$ cat src/rtl/mii_frame_gen.sv
`timescale 1ns/1ps
// Transmit frame generator for the 8-lane MII/BASE-R bus: START/preamble, payload, TERMINATE, IPG idles.
// Optional frame/byte statistics are built when MII_FRAME_GEN_STATS_EN is defined.
module mii_frame_gen #(
    parameter int          DATA_WIDTH = 64,
    parameter int          CTRL_WIDTH = 8,
    parameter logic [7:0]  IDLE_CODE  = 8'h07,
    parameter logic [7:0]  START_CODE = 8'hFB,
    parameter logic [7:0]  TERM_CODE  = 8'hFD,
    parameter logic [7:0]  ERR_CODE   = 8'hFE,
    parameter int          MIN_IPG    = 12
) (
    input  logic                  clk,
    input  logic                  i_rst_n,
    input  logic                  i_start,
    input  logic [10:0]           i_payload_len,
    input  logic [7:0]            i_ipg_len,
    input  logic [DATA_WIDTH-1:0] i_data,
    input  logic                  i_data_valid,
    output logic                  o_data_ready,
    output logic [DATA_WIDTH-1:0] o_tx_data,
    output logic [CTRL_WIDTH-1:0] o_tx_ctrl,
    output logic                  o_busy,
    output logic                  o_underrun
`ifdef MII_FRAME_GEN_STATS_EN
    ,
    output logic [31:0]           o_frame_count,
    output logic [31:0]           o_byte_count
`endif
);

    // state    | meaning
    // S_IDLE   | idle words, waiting for i_start
    // S_PREAMBLE | START + preamble/SFD word
    // S_DATA   | full payload words, one per accepted i_data
    // S_TERM   | tail bytes + TERMINATE, rest idle
    // S_IPG    | idle words until the gap target is met
    typedef enum logic [2:0] {
        S_IDLE,
        S_PREAMBLE,
        S_DATA,
        S_TERM,
        S_IPG
    } state_t;

    localparam logic [7:0]            MIN_IPG_B = 8'(MIN_IPG);
    localparam logic [DATA_WIDTH-1:0] IDLE_WORD = {CTRL_WIDTH{IDLE_CODE}};
    localparam logic [DATA_WIDTH-1:0] ERR_WORD  = {CTRL_WIDTH{ERR_CODE}};
    localparam logic [DATA_WIDTH-1:0] PRE_WORD  = {8'hD5, {(CTRL_WIDTH-2){8'h55}}, START_CODE};

    state_t                state_q, state_d;
    logic [7:0]            words_q, words_d;
    logic [2:0]            rem_q, rem_d;
    logic [7:0]            target_q, target_d;
    logic [8:0]            idle_q, idle_d;
    logic [8:0]            idle_sum;
    logic                  ipg_last;
    logic                  load;
    logic                  starve;
    logic [DATA_WIDTH-1:0] tx_data_d;
    logic [CTRL_WIDTH-1:0] tx_ctrl_d;
    logic                  underrun_d;
    logic [DATA_WIDTH-1:0] term_data;
    logic [CTRL_WIDTH-1:0] term_ctrl;

    // Tail word: rem_q payload lanes, then TERMINATE, then idle fill.
    always_comb begin
        term_data = IDLE_WORD;
        term_ctrl = '1;
        for (int i = 0; i < CTRL_WIDTH; i++) begin
            if (i < int'(rem_q)) begin
                term_data[8*i +: 8] = i_data[8*i +: 8];
                term_ctrl[i]        = 1'b0;
            end else if (i == int'(rem_q)) begin
                term_data[8*i +: 8] = TERM_CODE;
            end
        end
    end

    always_comb begin
        state_d      = state_q;
        words_d      = words_q;
        rem_d        = rem_q;
        target_d     = target_q;
        idle_d       = idle_q;
        tx_data_d    = IDLE_WORD;
        tx_ctrl_d    = '1;
        underrun_d   = 1'b0;
        o_data_ready = 1'b0;
        o_busy       = 1'b1;
        load         = 1'b0;
        starve       = 1'b0;
        idle_sum     = idle_q + 9'd8;
        ipg_last     = (idle_sum >= {1'b0, target_q});

        case (state_q)
            S_IDLE: begin
                o_busy = 1'b0;
                if (i_start) begin
                    load    = 1'b1;
                    state_d = S_PREAMBLE;
                end
            end
            S_PREAMBLE: begin
                tx_data_d = PRE_WORD;
                tx_ctrl_d = CTRL_WIDTH'(1);
                state_d   = (words_q != 8'd0) ? S_DATA : S_TERM;
            end
            S_DATA: begin
                if (i_data_valid) begin
                    o_data_ready = 1'b1;
                    tx_data_d    = i_data;
                    tx_ctrl_d    = '0;
                    words_d      = words_q - 8'd1;
                    if (words_q == 8'd1) begin
                        state_d = S_TERM;
                    end
                end else begin
                    starve = 1'b1;
                end
            end
            S_TERM: begin
                if (rem_q == 3'd0 || i_data_valid) begin
                    o_data_ready = (rem_q != 3'd0);
                    tx_data_d    = term_data;
                    tx_ctrl_d    = term_ctrl;
                    idle_d       = 9'(3'd7 - rem_q);
                    state_d      = S_IPG;
                end else begin
                    starve = 1'b1;
                end
            end
            S_IPG: begin
                idle_d = idle_sum;
                if (ipg_last) begin
                    o_busy = 1'b0;
                    if (i_start) begin
                        load    = 1'b1;
                        state_d = S_PREAMBLE;
                    end else begin
                        state_d = S_IDLE;
                    end
                end
            end
            default: begin
                state_d = S_IDLE;
            end
        endcase

        // Starved payload aborts the frame: error word, gap counted from zero.
        if (starve) begin
            tx_data_d  = ERR_WORD;
            tx_ctrl_d  = '1;
            underrun_d = 1'b1;
            idle_d     = '0;
            state_d    = S_IPG;
        end

        if (load) begin
            words_d  = i_payload_len[10:3];
            rem_d    = i_payload_len[2:0];
            target_d = (i_ipg_len < MIN_IPG_B) ? MIN_IPG_B : i_ipg_len;
        end
    end

    always_ff @(posedge clk or negedge i_rst_n) begin
        if (!i_rst_n) begin
            state_q    <= S_IDLE;
            words_q    <= '0;
            rem_q      <= '0;
            target_q   <= '0;
            idle_q     <= '0;
            o_tx_data  <= IDLE_WORD;
            o_tx_ctrl  <= '1;
            o_underrun <= 1'b0;
        end else begin
            state_q    <= state_d;
            words_q    <= words_d;
            rem_q      <= rem_d;
            target_q   <= target_d;
            idle_q     <= idle_d;
            o_tx_data  <= tx_data_d;
            o_tx_ctrl  <= tx_ctrl_d;
            o_underrun <= underrun_d;
        end
    end

`ifdef MII_FRAME_GEN_STATS_EN
    logic [10:0] len_q;

    // Only frames that reach a TERMINATE word are counted.
    always_ff @(posedge clk or negedge i_rst_n) begin
        if (!i_rst_n) begin
            len_q         <= '0;
            o_frame_count <= '0;
            o_byte_count  <= '0;
        end else begin
            if (load) begin
                len_q <= i_payload_len;
            end
            if (state_q == S_TERM && !starve) begin
                o_frame_count <= o_frame_count + 32'd1;
                o_byte_count  <= o_byte_count + 32'(len_q);
            end
        end
    end
`endif

endmodule

$ cat config.mk
export PLATFORM = sky130hd
export DESIGN_NAME = mii_frame_gen
export DESIGN_NICKNAME = d
export VERILOG_FILES = /design/src/rtl/mii_frame_gen.sv
export SDC_FILE = /design/constraint.sdc
export NUM_CORES = 1
export LEC_CHECK = 0
export BUFFER_PORTS_ARGS = -buffer_cell sky130_fd_sc_hd__buf_2
export CORE_MARGIN = 1
export CORE_UTILIZATION = 31
export DETAILED_ROUTE_END_ITERATION = 6
export PLACE_DENSITY = 0.66
export SETUP_SLACK_MARGIN = 0.02
export SYNTH_ARGS = -nofsm -noshare
export SYNTH_HDL_FRONTEND = slang
export SYNTH_SLANG_ARGS = --single-unit
$ cat constraint.sdc
create_clock -name clk -period 3.35 [get_ports clk]
set_input_delay 0 -clock clk [delete_from_list [all_inputs] [get_ports clk]]
set_output_delay 0 -clock clk [all_outputs]
set_load 0.02 [all_outputs]
==> out/summary.txt, run 1 <==
Area growth, synth to finish: 45.2%
Sink Count: 104
Crit path max fanout: 18
Core box area: 14700 sq um
Worst Setup Path Type: reg2reg
Slew @ Worst Pin: 1090 ps
Primary FF master, synth: dfrtp_1
Synthesis-stage register bit count: 104
Routed WL: 14500 um
Failing checks: design-rule violations
CTS tree: yes
Router iterations before antenna repair: 7
FMAX: 345 MHz
Cts bufs inserted: 9
Clk_skew: 5.28 ps
Remaining antenna violation count: 0
Crit. End Element: register
Cell internal pwr: 3.17 mW
Largest net degree at the start of global routing: 87
Gate count after technology mapping: 449
Max Cap Viol: 0
Register area share after synthesis: 56.0%
Total Power: 5.24 mW
Switching share of power: 39.4%
Full die area: 15700 sq um
Nets: 788
Post-CTS Resized: 0
Post-synth top area share: 38.2%
Starting Density: 32.1%
Cell taking the most area after synthesis: dfrtp_1
Initial DRC count: 271
Site Rows: 44
Initial antenna violation count: 0
Comb power frac: 43.1%
Unique masters post-synth: 52
Worst-path clk slew: 70 ps
Critical Path RT: 3590 ps
Maximum vdd ir drop: 342 uV
Avg Vias per Cell: 4.96
Post-Syn Area: 4720 sq um
Detailed placer's ending HPWL: 9690 um
First-pass GRT wire length: 22900 um
Drt wl/cell: 16.4 um
Final-report max-slew violation count: 0
Synth top area cells: dfrtp_1 (38%), dfstp_2 (18%), o21ai_0 (5.5%)
Die Span Y: 125 um
Clock Latency Late Sink: 350 ps
Synthesized net count: 547
Rel. slew slack: 27.1%
P_sw: 2.06 mW
Part of the cycle the worst path needs: 86.5%
Clock root buffer: clkbuf_16
RSZ-0062 raised after global routing: no
Clock Tree Buf Depth: 2
Startpoint types: register
Total gr overflow: 0
H-tree depth: 3
GPL Wtd Cong: 0.830
Die Width: 125 um
Run status: finished with violations
Vias in the first global route: 4498
Vias: 4364
Fin area: 6850 sq um
Worst hold path class: in2reg
I/O Pins: 162
Setup TNS: 0 ps
Number of synthesized flops with an enable pin: 0
Final Hold Vio Count: 0
Avg Cell Area, Syn: 10.5 sq um
Buffers on Ports: 161
Pwr dens: 765 nW/um^2
Layout cells sized above 1: 35.8%
Clk network pwr share: 19.5%
FFs w/ async S/R, synth: 100%
Post-DP Area: 5730 sq um
Leakage: 3.30 nW
DRC: 30
Final setup fails: 0
Final min period: 2900 ps
Critical Path AT: 3140 ps
Flop pwr share: 37.4%
Ys Warns: 0
Gr usage total: 18.8%
[logic make-up (layout without fill, tap and decap cells)]
| group | after synthesis | in the layout | share of synthesized area [%] |
|---|---|---|---|
| AOI/OAI and AO/OA | 118 | 118 | 15.1 |
| xor gates and xnor gates | 10 | 10 | 2.02 |
| adders and majority gates | 11 | 11 | 2.92 |
| buffers and inverters | 41 | 287 | 3.79 |
| DFF | 104 | 104 | 56.0 |
| muxes | 19 | 19 | 4.80 |
| other | 0 | 1 | 0 |
| and+or+nand+nor | 146 | 146 | 15.3 |
[state kept, by name, indices dropped and copies added (netlist names)]
signal      count
o_tx_ctrl       8
target_q        8
idle_q          9
state_q         3
o_tx_data      64
rem_q           3
o_underrun      1
words_q         8
[worst max-delay path, stage by stage (launching register included)]
cell	delay (ps)
dfrtp_1	470
ha_1	270
nand3_1	110
xnor2_1	180
ha_1	330
and3_1	180
nand4_1	180
a31oi_4	640
mux2_2	410
[what timing repair did]
item                                   CTS  global route
buffers inserted                         0             0
hold buffers                            82             0
endpoints found under the hold margin  138             0
[Yosys cell counts (2+ instances only)]
master / number
xnor2_1: 6
a21o_1: 13
buf_1: 2
nand3b_1: 4
a311o_1: 2
nor4_1: 2
nor2b_1: 5
a21oi_1: 28
nand2_1: 34
nand2b_1: 12
mux2i_1: 5
a211oi_1: 2
nor3_1: 5
nand3_1: 16
buf_2: 7
xor2_1: 3
or3_1: 2
dfrtp_1: 72
o21ai_0: 52
clkbuf_1: 13
a31o_2: 3
a22o_1: 5
dfstp_2: 32
inv_1: 18
or2_2: 4
and3_1: 4
nor2_1: 45
nand4_1: 2
mux2_2: 9
ha_1: 11
mux2_4: 5
a31oi_1: 3
o21a_1: 4
[cell type report]
cell class,count,area (sq um)
antenna,1,2.50
clock buffer,11,253
clock inverter,5,38.8
inverter,18,67.6
fill,1343,7850
multi-input combinational,304,1910
tap,184,230
sequential,104,2640
timing repair buffer,253,1700
[power by group through the flow]
stage / clock network [mW] / registers (mW) / logic, mW
2_1_floorplan: 0 / 2.29 / 1.11
3_3_place_gp: 0 / 1.96 / 2.09
3_5_place_dp: 0 / 1.97 / 2.17
4_1_cts: 1.05 / 1.96 / 2.25
5_1_grt: 1.11 / 2.00 / 2.46
6_report: 1.02 / 1.96 / 2.26
[final timing paths]
path                                  to          from  slack, ps  cells past startpoint
max                             rem_q[1]     idle_q[3]        450                      8
min                          target_q[0]  i_ipg_len[0]         40                      3
max reg2reg                     rem_q[1]     idle_q[3]        450                      8
min reg2reg                  target_q[5]   target_q[5]        510                      1
max in group asynchronous  o_tx_data[34]       i_rst_n       1980                      3
min in group asynchronous  o_tx_data[15]       i_rst_n        380                      2
[per-stage QoR]
step	std cells	setup WS, ps	hold WS, ps	util (%)
global placement	781	666	194	39.0
floorplan	449	940	-296	-
CTS	879	458	30.3	46.6
finish	880	453	42.8	46.6
detailed placement	781	487	198	39.0
global route	879	271	62.4	46.6
[cell usage in the layout (no fill, tap or decap), types with 3 or more instances in the layout]
master           n
clkbuf_16        9
or2_2            4
mux2_2           9
nor2_1          45
buf_2          160
nand3_1         16
ha_1            11
xor2_1           3
dfstp_2         32
mux2_4           5
and3_1           4
a21o_1          13
mux2i_1          5
nor2b_1          5
o21a_1           4
nand2_1         34
inv_1           18
xnor2_1          6
a22o_1           5
nand2b_1        12
o21ai_0         52
a31oi_1          3
a21oi_1         28
dfrtp_1         72
a31o_2           3
dlygate4sd3_1   82
nor3_1           5
buf_4           11
nand3b_1         4
[layer usage]
layer  vias to the layer above  track usage, %  part of all wire (%)
li1                       2023               -                     -
met1                      2117            23.5                    43
met2                       189            31.1                    49
met3                        35            4.15                   5.2
met4                         0            8.90                   3.6
met5                         -               0                     0
Power figures use the tool's default switching activity.
==> run 2, diff against run 1 <==
Clock period 3.35 ns to 3.4 ns, I/O delays scaled along.
==> out/summary.txt, run 2 (synthesized netlist as in run 1, its figures left out) <==
Buffers on Ports: 161 (unchanged)
Pwr dens: 765 nW/um^2 (about the same)
Post-CTS Resized: 0 (unchanged)
Largest net degree at the start of global routing: 77 (-11%)
Crit path max fanout: 17 (-1)
Nets: 786 (-0.25%)
Clk network pwr share: 21.3% (+1.8 points)
First-pass GRT wire length: 22600 um (-0.96%)
Vias: 4290 (-1.7%)
Placed Instances: 780 (-0.13%)
Site Rows: 44 (unchanged)
Total gr overflow: 0 (unchanged)
Rel. slew slack: 25.7% (-1.4 points)
Initial DRC count: 276 (+1.8%)
Largest reg by FF count: o_tx_data
Final-report max-slew violation count: 0 (unchanged)
Commonest non-fill, non-tap cells in the layout: buf_2 (160), dlygate4sd3_1 (81), dfrtp_1 (72)
Comb power frac: 41.7% (-1.4 points)
Remaining antenna violation count: 0 (unchanged)
Most common cell after layout, fill and taps aside: buf_2
Run status: finished with violations
Part of the cycle the worst path needs: 82.5% (-4.0 points)
Critical Path RT: 3660 ps (+70 ps)
Clock Tree Buf Depth: 2 (unchanged)
Gr usage total: 18.4% (-0.48 points)
Hold-fix buffers, CTS: 81 (-1.2%)
Maximum vdd ir drop: 322 uV (-6.0%)
Switching share of power: 38.4% (-1.0 points)
Critical Path AT: 3060 ps (-80 ps)
Cell internal pwr: 3.23 mW (+1.8%)
Final Hold Vio Count: 0 (unchanged)
Core box area: 14700 sq um (unchanged)
Clock root buffer: clkbuf_16
Max Cap Viol: 0 (unchanged)
Crit. End Element: register
H-tree depth: 3 (unchanged)
Die Span Y: 125 um (unchanged)
Final setup fails: 0 (unchanged)
Clock Latency Late Sink: 340 ps (about the same)
Setup repair bufs after CTS: 0 (unchanged)
Vias in the first global route: 4477 (-0.47%)
Worst-path clk slew: 70 ps (about the same)
Number of flip-flops in the largest register: 64 (unchanged)
Starting Density: 32.1% (unchanged)
Die Width: 125 um (unchanged)
CTS tree: yes
Pre-CTS WS: 592 ps (+105 ps)
Hold WS: 21.9 ps (-20.9 ps)
FMAX: 357 MHz (+3.3%)
RSZ-0062 raised after global routing: no
ANT cells: 0 (-1)
Failing checks: design-rule violations
GPL Wtd Cong: 0.797 (-4.0%)
Slew @ Worst Pin: 1100 ps (+10.4 ps)
Finished Layout Cells: 877 (-0.34%)
Worst hold path class: in2reg
Setup TNS: 0 ps (unchanged)
Worst Setup Path Type: reg2reg
Area growth, synth to finish: 45.4%
Biggest regs: o_tx_data: 64 flops, idle_q: 9 flops
Worst Setup Slack, final: 596 ps (+143 ps)
Clk_skew: 6.53 ps (+1.25 ps)
Fin area: 6860 sq um (+0.16%)
Router iterations before antenna repair: 6 (-1)
Post-DP Area: 5730 sq um (-0.13%)
I/O Pins: 162 (unchanged)
Flop pwr share: 36.9% (-0.5 points)
# fillers: 1360 (+1.3%)
Leakage: 3.30 nW (about the same)
Startpoint types: register
Avg Vias per Cell: 4.89 (-1.4%)
Sink Count: 104 (unchanged)
Full die area: 15700 sq um (unchanged)
Final min period: 2800 ps (-92.5 ps)
Detailed placer's ending HPWL: 9840 um (+1.5%)
Initial antenna violation count: 0 (unchanged)
Routed WL: 14100 um (-2.6%)
DRC: 15 (-50%)
Cts bufs inserted: 9 (unchanged)
Drt wl/cell: 16.0 um (-2.3%)
P_sw: 2.01 mW (-2.4%)
Layout cells sized above 1: 35.6% (-0.19 points)
-- run 2: final cells by class --
cell class / count / area, sq um / area share, %
sequential: 104 / 2640 / 38.5
tap: 184 / 230 / 3.36
multi-input combinational: 304 / 1910 / 27.8
clock inverter: 6 / 93.8 / 1.37
inverter: 18 / 67.6 / 0.985
clock buffer: 10 / 229 / 3.34
timing repair buffer: 251 / 1690 / 24.6
-- run 2: per-layer routing --
metal	part of all wire [%]	wire (um)	vias up	global-route usage, %
met4	1.3	184	0	4.52
met5	0	0	-	0
met2	50	7060	152	32.4
li1	-	-	2018	-
met3	5.9	825	16	4.49
met1	43	6010	2104	22.5
-- run 2: final timing paths --
| check | depth (start not counted) | slack [ps] | start | end |
|---|---|---|---|---|
| worst min register to register | 1 | 510 | target_q[4] | target_q[4] |
| worst min-delay path | 4 | 20 | i_data[33] | o_tx_data[33] |
| worst max-delay path | 9 | 600 | idle_q[3] | target_q[3] |
| min in group asynchronous | 2 | 350 | i_rst_n | o_tx_data[15] |
| max in group asynchronous | 3 | 2070 | i_rst_n | o_tx_data[58] |
| worst max register to register | 9 | 600 | idle_q[3] | target_q[3] |
-- run 2: power groups by stage --
stage          clock, mW  combinational (mW)  sequential [mW]
6_report            1.12                2.19             1.94
2_1_floorplan          0                1.10             2.26
3_5_place_dp           0                2.11             1.96
3_3_place_gp           0                2.06             1.94
4_1_cts             1.14                2.19             1.94
5_1_grt             1.18                2.39             1.98
-- run 2: worst max-delay path, stage by stage, from the launching register on --
cell and delay (ps):
dfrtp_1 440, ha_1 270, nand3_1 110, xnor2_1 170, ha_1 320, and3_1 180, nand4_1 180, a31oi_4 590
buf_4 250, mux2i_1 200
-- run 2: metrics by stage --
stage	total power, mW	utilization [%]
detailed placement	4.07	39.0
finish	5.25	46.7
CTS	5.27	46.7
global route	5.56	46.7
global placement	3.99	39.0
floorplan	3.36	-
==> run 3, diff against run 2 <==
Clock period 3.4 ns to 2.76 ns, I/O delays scaled along.
==> out/summary.txt, run 3 (synthesized netlist as in run 1, its figures left out) <==
Full die area: 15700 sq um (unchanged)
Gr usage total: 18.9% (+0.58 points)
Hold path startpoint: i_data[28]
Sink Count: 104 (unchanged)
Fin area: 6900 sq um (+0.62%)
ANT cells: 0 (unchanged)
H-tree depth: 3 (unchanged)
Final Hold Vio Count: 0 (unchanged)
Critical Path AT: 2840 ps (-220 ps)
Total gr overflow: 0 (unchanged)
Remaining antenna violation count: 0 (unchanged)
Failing checks: design-rule violations
GPL Wtd Cong: 0.780 (-2.1%)
Worst Setup Path Type: reg2reg
Clock root buffer: clkbuf_16
Clock Latency Late Sink: 360 ps (+20 ps)
Worst-path clk slew: 70 ps (about the same)
Run status: finished with violations
Worst-case reg-to-reg path depth: 9 (unchanged)
Hold Crit Endpoint: o_tx_data[28]
Area growth, synth to finish: 46.3%
Drt wl/cell: 16.5 um (+2.6%)
DRC: 15 (unchanged)
Die Width: 125 um (unchanged)
Clk_skew: 9.62 ps (+3.09 ps)
Layout cells sized above 1: 36.7% (+1.0 points)
First-pass GRT wire length: 22900 um (+1.1%)
Biggest regs: o_tx_data: 64 flops, idle_q: 9 flops
Worst reg2reg startpoint: idle_q[4]
# fillers: 1358 (-0.15%)
Rel. slew slack: 23.3% (-2.4 points)
Final-report max-slew violation count: 0 (unchanged)
Pwr dens: 935 nW/um^2 (+22%)
Slew @ Worst Pin: 1150 ps (+46.0 ps)
Routed WL: 14500 um (+3.2%)
Die Span Y: 125 um (unchanged)
Worst Setup Slack, final: 158 ps (-437 ps)
Final min period: 2600 ps (-203 ps)
Crit path launch: idle_q[4]
Crit path max fanout: 19 (+2)
Post-DP Area: 5780 sq um (+1.0%)
Core box area: 14700 sq um (unchanged)
Avg Vias per Cell: 4.92 (+0.52%)
Starting Density: 32.1% (unchanged)
Vias: 4337 (+1.1%)
Hold WS: 19.7 ps (-2.27 ps)
Final setup fails: 0 (unchanged)
Worst hold path class: in2reg
Vias in the first global route: 4434 (-0.96%)
Critical Path RT: 3000 ps (-660 ps)
Setup TNS: 0 ps (unchanged)
Initial DRC count: 254 (-8.0%)
CTS tree: yes
Crit. End Element: register
Leakage: 3.34 nW (+1.2%)
Buffers on Ports: 161 (unchanged)
Pre-CTS WS: 170 ps (-422 ps)
Startpoint types: register
Number of flip-flops in the largest register: 64 (unchanged)
Max Cap Viol: 0 (unchanged)
Reg-to-reg setup timing slack: 160 ps (-440 ps)
I/O Pins: 162 (unchanged)
Cts bufs inserted: 9 (unchanged)
Commonest non-fill, non-tap cells in the layout: buf_2 (160), dlygate4sd3_1 (80), dfrtp_1 (71)
Most common cell after layout, fill and taps aside: buf_2
RSZ-0062 raised after global routing: no
Largest reg by FF count: o_tx_data
Hold Crit Depth: 3 (-1)
FMAX: 384 MHz (+7.8%)
Router iterations before antenna repair: 7 (+1)
Part of the cycle the worst path needs: 94.3% (+12 points)
Maximum vdd ir drop: 392 uV (+22%)
Detailed placer's ending HPWL: 9890 um (+0.58%)
Nets: 791 (+0.64%)
Largest net degree at the start of global routing: 92 (+19%)
Clock Tree Buf Depth: 2 (unchanged)
Site Rows: 44 (unchanged)
Initial antenna violation count: 0 (unchanged)
RR Endpoint: target_q[5]
==> run 3: cell count changes in the layout (fill, tap and decap cells not counted), sizes merged <==
cell	delta
dlygate4sd3	-1
clkinvlp	-1
buf	+6
clkinv	-1
clkbuf	+4
bufinv	-2
==> run 3: worst max-delay path by stage <==
stage                        endpoint  slack [ps]  cells past startpoint
after floorplan              rem_q[2]         350                      9
after global placement     words_q[5]         360                     10
after detailed placement  target_q[4]         170                     10
after CTS                      o_busy          30                     10
after global routing           o_busy          30                     10
final                     target_q[5]         160                      9
==> run 3: layout make-up <==
type / count / area (sq um) / area share (%)
clock inverters: 2 / 10.0 / 0.145
flip-flops and latches: 104 / 2640 / 38.3
inverters: 18 / 67.6 / 0.979
repair buffers: 256 / 1730 / 25.1
clock buffers: 14 / 295 / 4.28
well taps: 184 / 230 / 3.34
multi-input cells: 304 / 1920 / 27.8
==> run 3: per-stage QoR <==
stage | util (%) | power (mW) | std cells
5_1_grt | 47.0 | 6.86 | 882
4_1_cts | 46.8 | 6.49 | 881
3_5_place_dp | 39.4 | 5.08 | 786
2_1_floorplan | - | 4.13 | 449
6_report | 47.0 | 6.46 | 882
3_3_place_gp | 39.4 | 4.96 | 786
==> run 3: power breakdown <==
part,switching (mW),internal [mW]
logic,1.69,1.09
clock network,0.563,0.739
registers,0.245,2.13
total,2.50,3.96
==> run 3: layer usage <==
metal / global-route usage (%) / vias up / routed length, um
li1: - / 2035 / -
met1: 23.4 / 2111 / 6210
met2: 32.2 / 161 / 7200
met3: 4.66 / 30 / 750
met4: 6.74 / 0 / 364
met5: 0 / - / 0
==> run 3: what timing repair did <==
| item | in CTS | in global routing |
|---|---|---|
| setup buffers | 0 | 0 |
| hold buffers | 79 | 1 |
| setup endpoints to repair | 0 | 10 |
| endpoints found under the hold margin | 136 | 1 |
| gates resized for setup | 0 | 3 |
==> run 3: worst max-delay path, stage by stage, from the launching register on <==
cell,delay [ps]
dfrtp_1,430
ha_1,260
nand3_1,160
xnor2_2,180
ha_1,330
and3_1,200
nand4_1,180
a31oi_4,200
buf_12,190
mux2_2,340
